`src/rtl/reg_bank_latched.sv`:
```
// reg_bank_latched: 32 x DATA_W MIPS register bank with registered A/B operands
// and write-first bypass from the write port into the operand latches.
module reg_bank_latched #(
    parameter int DATA_W = 32,
    parameter logic [DATA_W-1:0] SP_INIT = 227,
    parameter logic [DATA_W-1:0] RA_INIT = 0
) (
    input  logic              clk,
    input  logic              reset,
    input  logic              reg_write,
    input  logic [4:0]        write_addr,
    input  logic [DATA_W-1:0] write_data,
    input  logic [4:0]        read_addr_a,
    input  logic [4:0]        read_addr_b,
    input  logic              load_ab,
    output logic [DATA_W-1:0] out_a,
    output logic [DATA_W-1:0] out_b,
    output logic [DATA_W-1:0] raw_a,
    output logic [DATA_W-1:0] raw_b
);
    logic [DATA_W-1:0] regs [32];
    logic              wr;
    logic [DATA_W-1:0] next_a, next_b;

    assign wr = reg_write && write_addr != 5'd0;
    // regs[0] is cleared on reset and never written, so it always reads zero
    assign raw_a = regs[read_addr_a];
    assign raw_b = regs[read_addr_b];

    always_comb begin
        next_a = (wr && write_addr == read_addr_a) ? write_data : raw_a;
        next_b = (wr && write_addr == read_addr_b) ? write_data : raw_b;
    end

    always_ff @(posedge clk or posedge reset) begin
        if (reset) begin
            for (int i = 0; i < 32; i++)
                regs[i] <= (i == 29) ? SP_INIT : (i == 31) ? RA_INIT : '0;
        end else if (wr) begin
            regs[write_addr] <= write_data;
        end
    end

    always_ff @(posedge clk or posedge reset) begin
        if (reset) begin
            out_a <= '0;
            out_b <= '0;
        end else if (load_ab) begin
            out_a <= next_a;
            out_b <= next_b;
        end
    end
endmodule

```
`config.mk`:
```
export PLATFORM = sky130hd
export DESIGN_NAME = reg_bank_latched
export DESIGN_NICKNAME = d
export VERILOG_FILES = /design/src/rtl/reg_bank_latched.sv
export SDC_FILE = /design/constraint.sdc
export NUM_CORES = 2
export LEC_CHECK = 0
export ABC_AREA = 1
export CAP_MARGIN = 40
export CORE_ASPECT_RATIO = 1.2
export CORE_MARGIN = 2
export CORE_UTILIZATION = 24
export DETAILED_ROUTE_END_ITERATION = 6
export PLACE_DENSITY_LB_ADDON = 0.15
export SLEW_MARGIN = 20
export SYNTH_ARGS = -nofsm -noshare
export SYNTH_HDL_FRONTEND = slang
export SYNTH_SLANG_ARGS = --single-unit
```
`constraint.sdc`:
```
create_clock -name clk -period 77.6 [get_ports clk]
set_input_delay 15.52 -clock clk [delete_from_list [all_inputs] [get_ports clk]]
set_output_delay 15.52 -clock clk [all_outputs]
set_load 0.02 [all_outputs]
```
Yosys cells after proc, flatten, opt, wreduce, memory -nomap -nowiden
Index checks and enable logic that the tools add are counted.

storage, ports and cells
  bits of input ports = 51
  logic and storage cells = 59
  register bits = 1088

cells by class
  reduce and logical (&&, ||, !) cells = 5
  bitwise operators = 3
  multiplexer cells = 11
  $lt $le $gt $ge = 4
  equality and inequality tests = 2

operator list
  cell                  number
  $bwmux W1024          1
  $bmux W32 S5          2
  $mux W32              7
  $demux W32 S5         1
  $ge A6 B6 Y1 const B  3
  $not A5 Y6            3
  $eq A5 B5 Y1          2
  $lt A6 B1 Y1 const B  1
  $reduce_bool A5 Y1    1
  $logic_and A1 B1 Y1   4

Logic depth before layout (Yosys ltp)
  word-level depth = 6
  mapped depth = 14

Least setup slack after synthesis
OpenSTA, ideal clock, no wires.

  path type = input to output
  start = in read_addr_b[0]
  end = out raw_b[26]
  cell stages on the path = 11
  buffers on the path = 3
  slack = 45261 ps
  required time = 62080 ps
  arrival time = 16819 ps
  cells stage by stage = buf_2 -> clkbuf_1 -> clkbuf_1 -> nand2_1 -> nand3_1 -> nand3_1 -> nand2_1 -> nand2_1 -> nand3_1 -> nand2_1 -> inv_1

on the way
  longest elaborated chain between the ends = 4

ends and longest elaborated chain
  element                                       RTL line  RTL
  from (decl)                                   14        input logic [4:0] read_addr_b,
  $not A5 Y6 (not written as such)              28        assign raw_b = regs[read_addr_b];
  $bmux W32 S5                                  28
  $mux W32 (not written as such) (2 in series)  28
  to (decl)                                     19        output logic [DATA_W-1:0] raw_b

No other way between the ends. The select of a mux whose other input is x is not followed.

Final worst setup path
Ends and elaborated chain as after synthesis.

==> flow_summary.ini <==
[placed_design]
post-place-ws_ps = 41570
place_congestion = 0.779
hpwlAfterDp_um = 162000
portBuffers = 178

[worst_setup_path]
critical_path_arrival_ps = 20220
crit_slowest_cell = buf_4
worstSetupPathType = input port to output pin
reg2regPathDepth = 10
crit_family = buffers and inverters
cp_slowest_stage_delay_ps = 710
critPathBufInv = 8
end_kind = output pin
worstReg2RegEnd = out_b[9]
rrSetupSlack_ps = 75710
critical_path_required_ps = 62080
critical_path.max_fanout = 63
worstPathCellList = buf_8 > buf_4 > buf_4 > buf_16 > buf_4 > buf_4 > nand2_1 > nand3_1 > nand3_1 > nand2_1 > nand2_1 > nand3_1 > nand2_1 > inv_1 > clkdlybuf4s50_1
r2r-start = regs[41]
start_kind = input port

[sta]
period_share = 0.461
slew_headroom = 0.294
rsz0062_at_grt = no
period_minus_slack_ps = 35740
finClkSkew_ps = 43.6
finalSetupViolCount = 0
fmax_ghz = 0.0280
final_max_slew_viol_count = 0
holdWs_ps = 401
worst_slack_ps = 41860
hold_violations = 0
tightest_slew_ps = 1060
finalSetupTns_ps = 0

[global_route]
antenna_found_initial = 5
grt_usage = 0.222
overflow = 0
grt_pass1_wl_um = 417000
grt_start_max_net_pins = 167
grt_pass1_vias = 58073

[worst_hold_path]
min_from = regs[1021]
hold_end = regs[1021]
holdCritPathClass = flip-flop to flip-flop
whs_path_depth = 0

[synth]
synthCells = 8785
synth-seq-cells = 1088
syn_nets = 8836
avgSynthCellArea_sq_um = 6.82
yosysSeqAreaShare = 0.454
yosysWarningCount = 0
syn_area_sq_mm = 0.0599
ys_types = 23

[clock_tree]
cts_resized = 0
cts_tree = done
ctsRootBufferMaster = clkbuf_16
cts_buffers = 140
clk_pin_slew_ps = 60
clock_latency_ps = 830
clock_sinks = 1088
post_cts_buffers = 0
htree_levels = 4
cts_hold_buffers = 0
clock_path_buffers = 4

[route]
drt_iter0_markers = 6285
dr.pass1.iters = 6
drt-total-wl_um = 287000
drc_errors = 0
vias = 59745
vias_per_cell = 5.04
post_drt_wl_per_cell_um = 24.2
drtAntennaViolNets = 0

[floorplan]
rows = 200
start_util = 0.242
coreArea_sq_mm = 0.248
die_x_um = 460
ios = 179
die_h_um = 551
die_area_sq_mm = 0.254

[power]
p_leak_nw = 32.7
ir_drop_uv = 16.1
power.density_mw_per_mm2 = 25.8

[final_layout]
layout_commonest_cell = nand2_1
syn2layout_area_growth_pct = 17.0
layout_common_cells = nand2_1 (3535), nand3_1 (1730), dfrtp_1 (1083)
layout.nets = 8582
drive_above_1_share = 0.0558

[flow_run]
drv_cap = 0

[status]
status = finished, final reports clean
## stage by stage
step / std cells / utilization / power, W / cell area, sq um
after global placement: 11547 / 0.258 / 0.00114 / 63900
final: 11847 / 0.283 / 0.00181 / 70100
after detailed placement: 11617 / 0.265 / 0.00116 / 65600
after floorplan: 8785 / - / 0.00102 / 59900
after global routing: 11847 / 0.283 / 0.00191 / 70100
after CTS: 11842 / 0.283 / 0.00182 / 70000
## worst max path at each step
| stage | from | end | cells after the start |
|---|---|---|---|
| floorplan | reset | out_a[0] | 1 |
| global placement | read_addr_b[0] | raw_b[26] | 14 |
| detailed placement | read_addr_b[0] | raw_b[26] | 14 |
| CTS | read_addr_b[0] | raw_b[26] | 14 |
| global route | read_addr_b[0] | raw_b[26] | 15 |
| finish | read_addr_b[0] | raw_b[26] | 15 |
## cells in the mapped netlist (all sizes together)
cell type,n,share of area
clkinv,1,0.000063
nor3,10,0.0014
nand4,2,0.00021
nor3b,1,0.00013
buf,300,0.023
a21oi,418,0.035
nand2,3555,0.22
xor2,4,0.00058
nand3,1730,0.14
nor2,431,0.028
dfstp,5,0.0022
inv,185,0.012
o21ai,577,0.048
clkbuf,483,0.030
dfrtp,1083,0.45
## metal layers
metal,vias to the layer above,share of wire,GRT usage
met5,-,0,0
met4,0,0.038,0.0795
met3,474,0.059,0.0261
met2,2290,0.48,0.384
met1,29075,0.42,0.283
li1,27906,-,-
## registers in the layout, summed over array words and instances (netlist names)
register / flops
out_a: 32
out_b: 32
regs: 1024
## cells by family (layout without fill, tap and decap cells)
kind of cell | Yosys count | count (layout) | synth area share
buffers and inverters | 969 | 798 | 0.0654
AOI/OAI and AO/OA | 995 | 995 | 0.0832
and+or+nand+nor | 5729 | 5729 | 0.396
xor gates and xnor gates | 4 | 4 | 0.000585
other | 0 | 1 | 0
DFF | 1088 | 1088 | 0.454
## final cells by class
| class | count | area, sq um |
|---|---|---|
| Multi-Input combinational cell | 6728 | 29000 |
| Inverter | 186 | 764 |
| Clock inverter | 36 | 467 |
| Sequential cell | 1088 | 27200 |
| Antenna cell | 1 | 2.50 |
| Timing Repair Buffer | 387 | 4670 |
| Fill cell | 26938 | 178000 |
| Clock buffer | 189 | 3940 |
| Tap cell | 3232 | 4040 |
## worst reg2reg max path: stages, from the launching register on
cell and delay (ps):
dfrtp_1 400, nand2_1 70, nand3_1 80, nand3_1 120, nand2_1 80, nand2_1 60, nand3_1 100, nand2_1 430
nand2_1 210, nand2_1 160, nand2_1 60
## power by group
group | switching (W) | internal [W]
registers | 0.0000888 | 0.000681
clock network | 0.000272 | 0.000387
logic | 0.000237 | 0.000142
total | 0.000598 | 0.00121
Note: power is estimated with default switching activity, not from simulation.
